==> src/rtl/alu_ctl_pkg.sv <==
// Shared constants and types for the EX-stage ALU control unit.
// Latency: n/a (declarations only).
// Backpressure: n/a.
package alu_ctl_pkg;

  // Instruction funct field encodings
  localparam logic [5:0] SRL   = 6'b000010;
  localparam logic [5:0] MFHI  = 6'b010000;
  localparam logic [5:0] MFLO  = 6'b010010;
  localparam logic [5:0] MULTU = 6'b011001;
  localparam logic [5:0] DIVU  = 6'b011011;
  localparam logic [5:0] ADD   = 6'b100000;
  localparam logic [5:0] SUB   = 6'b100010;
  localparam logic [5:0] AND   = 6'b100100;
  localparam logic [5:0] OR    = 6'b100101;
  localparam logic [5:0] SLT   = 6'b101010;
  // Mult/div unit command that writes the HI/LO pair
  localparam logic [5:0] HILO  = 6'b111111;
  localparam logic [5:0] MD_IDLE = 6'b000000;

  // ALU operation codes
  localparam logic [2:0] ALU_and   = 3'b000;
  localparam logic [2:0] ALU_or    = 3'b001;
  localparam logic [2:0] ALU_add   = 3'b010;
  localparam logic [2:0] ALU_srl   = 3'b011;
  localparam logic [2:0] ALU_multu = 3'b100;
  localparam logic [2:0] ALU_divu  = 3'b101;
  localparam logic [2:0] ALU_sub   = 3'b110;
  localparam logic [2:0] ALU_slt   = 3'b111;

  // Result mux selects
  localparam logic [1:0] SEL_ALU = 2'b00;
  localparam logic [1:0] SEL_HI  = 2'b01;
  localparam logic [1:0] SEL_LO  = 2'b10;

  // ALUOp class driven by main control
  localparam logic [1:0] ALUOP_RTYPE = 2'b10;

  typedef enum logic [1:0] {
    IDLE   = 2'b00,
    RUN    = 2'b01,
    COMMIT = 2'b10
  } md_state_t;

endpackage

==> src/rtl/alu_ctl_md_seq.sv <==
// Multicycle MULTU/DIVU sequencer: captures the op, iterates DATA_W cycles, strobes HI/LO write.
// Latency: RUN for DATA_W cycles after the issue edge, then one COMMIT cycle.
// Backpressure: requests are only accepted in IDLE; requests while busy are dropped.
module md_seq
  import alu_ctl_pkg::*;
#(
  parameter int DATA_W = 32,
  parameter int CNT_W  = 6
) (
  input  logic             i_clk,
  input  logic             i_reset,
  input  logic             i_req,
  input  logic [5:0]       i_funct,
  output logic [5:0]       o_md_op,
  output logic [CNT_W-1:0] o_count,
  output logic             o_busy,
  output logic             o_hilo_write,
  output logic             o_run,
  output logic             o_idle
);

  // The counter must reach DATA_W-1 without wrapping.
  if ((1 << CNT_W) <= DATA_W) begin : g_cnt_chk
    $error("md_seq: CNT_W is too narrow for DATA_W");
  end

  localparam logic [CNT_W-1:0] LAST = CNT_W'(DATA_W - 1);

  md_state_t        r_state;
  md_state_t        w_state_nxt;
  logic [CNT_W-1:0] r_count;
  logic [CNT_W-1:0] w_count_nxt;
  logic [5:0]       r_op;
  logic [5:0]       w_op_nxt;
  logic             r_busy;
  logic             r_hilo_write;
  logic [5:0]       w_md_op;

  // State, counter, captured op; busy and write strobe registered from next state
  always_ff @(posedge i_clk) begin
    if (i_reset) begin
      r_state      <= IDLE;
      r_count      <= '0;
      r_op         <= MD_IDLE;
      r_busy       <= 1'b0;
      r_hilo_write <= 1'b0;
    end else begin
      r_state      <= w_state_nxt;
      r_count      <= w_count_nxt;
      r_op         <= w_op_nxt;
      r_busy       <= (w_state_nxt != IDLE);
      r_hilo_write <= (w_state_nxt == COMMIT);
    end
  end

  // Next-state, counter and mult/div command decode
  always_comb begin
    w_state_nxt = r_state;
    w_count_nxt = r_count;
    w_op_nxt    = r_op;
    w_md_op     = MD_IDLE;
    case (r_state)
      IDLE: begin
        if (i_req) begin
          w_state_nxt = RUN;
          w_count_nxt = '0;
          w_op_nxt    = i_funct;
        end
      end
      RUN: begin
        w_md_op = r_op;
        if (r_count == LAST) begin
          w_state_nxt = COMMIT;
          w_count_nxt = '0;
        end else begin
          w_count_nxt = r_count + CNT_W'(1);
        end
      end
      COMMIT: begin
        w_md_op     = HILO;
        w_state_nxt = IDLE;
      end
      default: begin
        w_state_nxt = IDLE;
        w_count_nxt = '0;
      end
    endcase
  end

  assign o_md_op      = w_md_op;
  assign o_count      = r_count;
  assign o_busy       = r_busy;
  assign o_hilo_write = r_hilo_write;
  assign o_run        = (r_state == RUN);
  assign o_idle       = (r_state == IDLE);

endmodule

==> src/rtl/alu_ctl_md.sv <==
// EX-stage ALU control: ALUOp/Funct decode plus MULTU/DIVU sequencing and pipeline stall.
// Latency: decode is combinational; HI/LO write strobe DATA_W+1 cycles after issue.
// Backpressure: Stall freezes IF/ID/EX while an op runs or a HI/LO read would race it.
module alu_ctl_md
  import alu_ctl_pkg::*;
#(
  parameter int DATA_W = 32,
  parameter int CNT_W  = 6,
  parameter bit EN_DIV = 1'b1
) (
  input  logic             Clk,
  input  logic             Reset,
  input  logic [1:0]       ALUOp,
  input  logic [5:0]       Funct,
  input  logic             Start,
  output logic [2:0]       ALUOperation,
  output logic [1:0]       Sel,
  output logic [5:0]       MDOperation,
  output logic [CNT_W-1:0] MDCount,
  output logic             MDBusy,
  output logic             HiLoWrite,
  output logic             Stall,
  output logic             IllegalOp
);

  logic w_rtype;
  logic w_md_req;
  logic w_hilo_rd;
  logic w_run;
  logic w_idle;

  assign w_rtype   = (ALUOp == ALUOP_RTYPE);
  assign w_md_req  = Start && w_rtype &&
                     ((Funct == MULTU) || (EN_DIV && (Funct == DIVU)));
  assign w_hilo_rd = w_rtype && ((Funct == MFHI) || (Funct == MFLO));

  // ALU op code, result select and illegal-op flag from ALUOp/Funct
  always_comb begin
    ALUOperation = ALU_add;
    Sel          = SEL_ALU;
    IllegalOp    = 1'b0;
    case (ALUOp)
      2'b00: ALUOperation = ALU_add;
      2'b01: ALUOperation = ALU_sub;
      2'b10: begin
        case (Funct)
          ADD:   ALUOperation = ALU_add;
          SUB:   ALUOperation = ALU_sub;
          AND:   ALUOperation = ALU_and;
          OR:    ALUOperation = ALU_or;
          SLT:   ALUOperation = ALU_slt;
          SRL:   ALUOperation = ALU_srl;
          MULTU: ALUOperation = ALU_multu;
          DIVU: begin
            if (EN_DIV) ALUOperation = ALU_divu;
            else        IllegalOp    = 1'b1;
          end
          MFHI:    Sel       = SEL_HI;
          MFLO:    Sel       = SEL_LO;
          default: IllegalOp = 1'b1;
        endcase
      end
      default: IllegalOp = 1'b1;
    endcase
  end

  md_seq #(
    .DATA_W (DATA_W),
    .CNT_W  (CNT_W)
  ) u_md_seq (
    .i_clk        (Clk),
    .i_reset      (Reset),
    .i_req        (w_md_req),
    .i_funct      (Funct),
    .o_md_op      (MDOperation),
    .o_count      (MDCount),
    .o_busy       (MDBusy),
    .o_hilo_write (HiLoWrite),
    .o_run        (w_run),
    .o_idle       (w_idle)
  );

  // The HI/LO hazard term also covers COMMIT: HI/LO only updates at the end of that cycle.
  assign Stall = w_run || (w_idle && w_md_req) || (w_hilo_rd && MDBusy);

endmodule

==> config.mk <==
export PLATFORM = sky130hd
export DESIGN_NAME = alu_ctl_md
export DESIGN_NICKNAME = d
export VERILOG_FILES = /design/src/rtl/alu_ctl_pkg.sv /design/src/rtl/alu_ctl_md_seq.sv /design/src/rtl/alu_ctl_md.sv
export SDC_FILE = /design/constraint.sdc
export NUM_CORES = 1
export LEC_CHECK = 0
export CORE_UTILIZATION = 45
export CTS_CLUSTER_SIZE = 20
export DETAILED_ROUTE_END_ITERATION = 10
export GPL_ROUTABILITY_DRIVEN = 0
export GPL_TIMING_DRIVEN = 0
export PLACE_DENSITY = 0.76
export SETUP_SLACK_MARGIN = 0.02
export SLEW_MARGIN = 0
export SYNTH_ARGS = -nofsm -noshare
export SYNTH_HDL_FRONTEND = slang
export SYNTH_SLANG_ARGS = --single-unit
==> constraint.sdc <==
create_clock -name Clk -period 2.35 [get_ports Clk]
set_clock_uncertainty 0.15 [all_clocks]
set_input_delay 0.47 -clock Clk [delete_from_list [all_inputs] [get_ports Clk]]
set_output_delay 0.47 -clock Clk [all_outputs]
set_load 0.005 [all_outputs]
Word-level counts from Yosys, hierarchy flattened --
Cells that the tools add are included.
Word-level totals: bits in latches 0, register bits 16, word-level logic and storage cells 53, ROM bits 0, output and inout bits 21, RAM bits 0, memories kept 0
Cells by class: multipliers 0, multiplexer cells 13, reduce and logical (&&, ||, !) cells 16, $add $sub $neg 1, bitwise gates (word level) 1, shift operators 0, order comparisons 0, eq/ne operators 17, div/mod/pow operators 0
Operators by type and width (count):
- $eq A6 B5 Y1 const B | 5
- $eq A6 B6 Y1 const B | 5
- $pmux W3 S7 | 1
- $pmux W6 S3 | 1
- $mux W6 | 2
- $pmux W6 S2 | 1
- $reduce_or A10 Y1 | 1
- $pmux W2 S2 | 2
- $add A6 B1 Y6 const B | 1
- $eq A2 B2 Y1 const B | 3
- $eq A6 B2 Y1 const B | 1
- $mux W2 | 3
- $pmux W3 S2 | 1
- $logic_and A1 B1 Y1 | 5
- $eq A2 B1 Y1 const B | 2
- $logic_not A2 Y1 | 2
- $logic_or A1 B1 Y1 | 4
- $reduce_and A2 Y1 | 2
- $ne A2 B2 Y1 const B | 1
- $pmux W1 S2 | 1
- $reduce_bool A2 Y1 | 1
- $reduce_or A2 Y1 | 1
- $mux W1 | 1
- $not A1 Y1 | 1

Longest topological paths before layout --
Gate-level depths: netlist of run 1.
depth in word-level cells 6, mapped depth 8, mapped depth without buffers 6

By module --
Synthesis of run 1 repeated with hierarchy kept, for this count alone.
Second synthesis, totals: cells, all modules 144, area total of the unflattened synthesis 1084.8 um^2
By module, submodules not included:
- md_seq | sequential area each 320.3 um^2, area an instance 832.0 um^2, times used 1, cells an instance 105
- alu_ctl_md | sequential area each 0.0 um^2, area an instance 252.7 um^2, times used 1, cells an instance 39

Worst setup path after synthesis of run 1 --
Ideal clock, no wire load.
path type input to output, from in ALUOp[0], to out Stall, stages on the path 6, data required time 1.730 ns, path buffers 1, arrival 1.593 ns, slack 0.137 ns, path through inv_1 > ha_1 > and2b_1 > and4_1 > clkbuf_1 > a211o_1
Between the ends: word-level cells in the longest chain between the ends 6, elaborated cells between the ends (all ways) 8, those cells by class eq/ne (1); reduce/logical (7)
Ends and longest elaborated chain:
- start: declaration | RTL line alu_ctl_md.sv:13 | input logic [1:0] ALUOp,
- $eq A2 B2 Y1 * | RTL line alu_ctl_md.sv:32 | assign w_rtype = (ALUOp == ALUOP_RTYPE);
- $logic_and A1 B1 Y1 (2 in series) | RTL line alu_ctl_md.sv:33 | assign w_md_req = Start && w_rtype &&
- $logic_and A1 B1 Y1 | RTL line alu_ctl_md.sv:84 | assign Stall = w_run || (w_idle && w_md_req) || (w_hilo_rd && MDBusy);
- $logic_or A1 B1 Y1 | RTL line alu_ctl_md.sv:84
- $logic_or A1 B1 Y1 * | RTL line alu_ctl_md.sv:84
- end: declaration | RTL line alu_ctl_md.sv:22 | output logic Stall,
Every way passes the cells marked *; elsewhere a longest branch is shown, timed or not.

Worst setup path in the final report of run 1 --
from in Funct[3], to out ALUOperation[0]
Between the ends: word-level cells in the longest chain between the ends 3, elaborated cells between the ends (all ways) 9, those cells by class eq/ne (7); mux (2)
Ends and longest elaborated chain:
- start: declaration | RTL line alu_ctl_md.sv:14 | input logic [5:0] Funct,
- $eq A6 B5 Y1 (tied with other cells) | RTL line alu_ctl_md.sv:46 | case (Funct)
- $pmux W3 S7 * | RTL line alu_ctl_md.sv:46
- $pmux W3 S2 * | RTL line alu_ctl_md.sv:42 | case (ALUOp)
- end: declaration | RTL line alu_ctl_md.sv:16 | output logic [2:0] ALUOperation,
Marks and branches as above.

==> impl_results.md, run 1 <==
* Status: finished clean
* Number of distinct library cells after synthesis at 36
* Fill cells at between 150 and 200
* Initial antenna violation count at 0
* DRT antenna net count at 0
* Final Slew Violations at 0
* # DRC at 0
* Max_slew headroom at between 60% and 70%
* Sequential area share after synthesis at 29.0%
* Slowest stage cell on the critical path: nor4b_4
* Die height at between 50 and 60 um
* # rows at 17
* Die width at approximately 52 um
* CP Class: in2out
* Main synth FF type: dfxtp_1
* Cts bufs inserted at 3
* Tot GR Track Use at 25.2%
* Tcrit/Tclk final at 99.2%
* Port-buffer cells at 28
* Clock tree buffer depth at 2
* Pwr per Cell Area at 312 nW/um2
* Biggest area consumer among synthesized cells: dfxtp_1
* Hold/Removal Path Class: reg2reg
* Largest net degree at the start of global routing at 11
* TritonCTS clock tree: done
* Asr flop ratio synth at 0%
* Drt pass-1 iters at 5
* WP data required at 1.73 ns
* Reg clk slew, reported paths at approximately 0.090 ns
* Share of cells above drive strength 1 at a little under a quarter
* Power Total at 0.503 mW
* Core area at 2250 um2
* Post-route cell area at 1610 um2
* Max incr delay on CP at 0.33 ns
* Synth Warn # at 0
* Worst-case vdd ir drop at between 300 and 400 uV
* Critical path arrival at 1.71 ns
* Worst Path Buf+Inv at 4
* Hold Fails Final Rpt at 0
* Crit Path Max Fanout at 7
* Dpl ws at -0.954 ns
* Post-Syn Instances at 147
* Grt ovf at 0
* # H-tree levels at 1
* Hold_buf cts at 0
* Cell Area, Placed at 1420 um2
* Initial DRC count at 41
* Post-synth EDFFs at 0
* Leading cell type by number of instances after synthesis: a21oi_1
* MaxCap Viol Count at 0
* Number of synthesized register bits at 16
* Root buffer cell: clkbuf_4
* Finish-stage setup viols at 0
* Startpoint Class: input port
* Min Tclk post-route at around 2.3 ns
* Leakage at 0.660 nW
* Most frequent CP cell: buf_4
* Slew @ Worst Pin at between 0.4 and 0.5 ns
* Via count at ~1200
* Mapped Nets at 165
* Io pins at 32
* Cell area after synthesis at between 1000 and 1500 um2
* Area Overhead vs Synth at 46.0%
* Initial core utilization at 49.0%
* Routed Wire Length at 3.13 mm
* Vias per inst at between 5 and 6
* Vias in the first global route at ~1200
* Synth top area cells: dfxtp_1 (29%), a21oi_1 (8.2%), ha_1 (7.9%)
* Syn avg cell area at 7.52 um2
* CTS Sinks at 16
* Critical Path End Type: output pin
* NumNets Final at ~210
* Delay-heaviest family, CP: buffers and inverters
* Worst skew pair latency at 0.30 ns
* Post-synth top area share at between 20 and 30%
* Die area at 2660 um2
* Final worst setup slack at 0.0196 ns
* Most frequent cells after synthesis: a21oi_1 (18), dfxtp_1 (16), nor2_1 (14), nand2_1 (12), o21ai_0 (11)
* Post-DP HPWL at around 2 mm
* Wire per inst at 14.5 um
* First-pass GRT wire length at between 5 and 6 mm
* RSZ-0062 raised after global routing: true
* # diodes at 0
* Fmax at 429 MHz
* CP cell instances: buf_2 > nor4b_4 > buf_4 > buf_4 > nand3_1 > o22ai_1 > dlygate4sd2_1
## placed cells by master (no fill, tap or decap), drive strengths merged, types with 3 or more instances in the layout
cell | netlist | routed
clkdlybuf4s50 | 0 | 10
nand2b | 3 | 3
a21oi | 18 | 18
dfxtp | 16 | 16
ha | 7 | 7
a31oi | 3 | 3
clkbuf | 5 | 6
dlymetal6s2s | 0 | 3
nand2 | 12 | 12
buf | 4 | 23
nand3b | 3 | 3
nand4b | 3 | 3
dlygate4sd2 | 0 | 6
inv | 7 | 7
nand3 | 5 | 5
nor2 | 14 | 14
and2 | 3 | 3
o21ai | 11 | 11
nor2b | 9 | 9
## path summary, 6_finish.rpt
kind / slack [ns] / depth (start not counted) / end / from
setup reg to reg: 0.34 / 5 / u_md_seq.o_count[5] / u_md_seq.o_count[0]
setup / recovery: 0.02 / 7 / ALUOperation[0] / Funct[3]
hold / removal: 0.32 / 1 / u_md_seq.r_op[5] / u_md_seq.r_op[5]
hold reg to reg: 0.32 / 1 / u_md_seq.r_op[5] / u_md_seq.r_op[5]
## kinds of logic after synthesis
family | share of synthesized area, %
buffers and inverters | 6.68
DFF | 29.0
and+or+nand+nor | 34.1
AOI/OAI and AO/OA | 21.4
muxes | 0.906
adders and majority gates | 7.93
## cell type report
type                       instances  area [um2]  area share (%)
timing repair buffer              41         347            21.5
clock buffer                       3        22.5            1.40
inverter                           7        26.3            1.63
multi-input combinational        115         808            50.1
sequential                        16         328            20.3
tap                               28        35.0            2.17
buffer                             6        46.3            2.87
## power by group
part | internal [mW] | switching, mW | total [mW]
clock network | 0.0597 | 0.0917 | 0.151
registers | 0.269 | 0.000323 | 0.269
logic | 0.0387 | 0.0437 | 0.0825
total | 0.367 | 0.136 | 0.503
## flip-flops by register name (all words and copies together) (netlist names)
register,cells
u_md_seq.r_state,2
u_md_seq.r_op,6
u_md_seq.o_hilo_write,1
u_md_seq.o_count,6
u_md_seq.o_busy,1
## worst reg2reg max path, cell delays in order, from the launching register on
cell,delay [ns]
dfxtp_1,0.36
ha_1,0.26
and3_1,0.24
a211oi_1,0.30
or4b_1,0.48
a21oi_1,0.16
## timing repair
action	CTS	global route
gates resized for setup	63	8
pin swaps	5	5
cloned	0	0
buffers inserted	11	2
endpoints found under the setup margin	17	8
## metal layers
layer / wire length (um) / global-route usage (%) / vias to the layer above
met5: 0 / 0 / -
met4: 34 / 6.31 / 0
met3: 202 / 7.31 / 6
met2: 1560 / 43.1 / 49
met1: 1330 / 30.6 / 573
li1: - / - / 603
## stage by stage
step | hold slack [ns] | TNS (ns) | instances | util (%)
final | 0.320 | 0 | 216 | 71.5
after global routing | 0.346 | -0.0620 | 216 | 71.5
after CTS | 0.325 | 0 | 214 | 70.5
after detailed placement | 0.297 | -9.70 | 203 | 63.0
after global placement | 0.300 | -8.44 | 203 | 63.0
after floorplan | 0.280 | 0 | 147 | -
(Power assumes the default switching activity.)
==> run 2: changes to the inputs <==
--- a/config.mk
+++ b/config.mk
@@ -6,7 +6,7 @@
 export NUM_CORES = 1
 export LEC_CHECK = 0
 export CORE_UTILIZATION = 45
-export CTS_CLUSTER_SIZE = 20
+export CTS_CLUSTER_SIZE = 16
 export DETAILED_ROUTE_END_ITERATION = 10
 export GPL_ROUTABILITY_DRIVEN = 0
 export GPL_TIMING_DRIVEN = 0
==> results of run 2 <==
No change in the layout: final DEF, timing and power equal those of run 1.
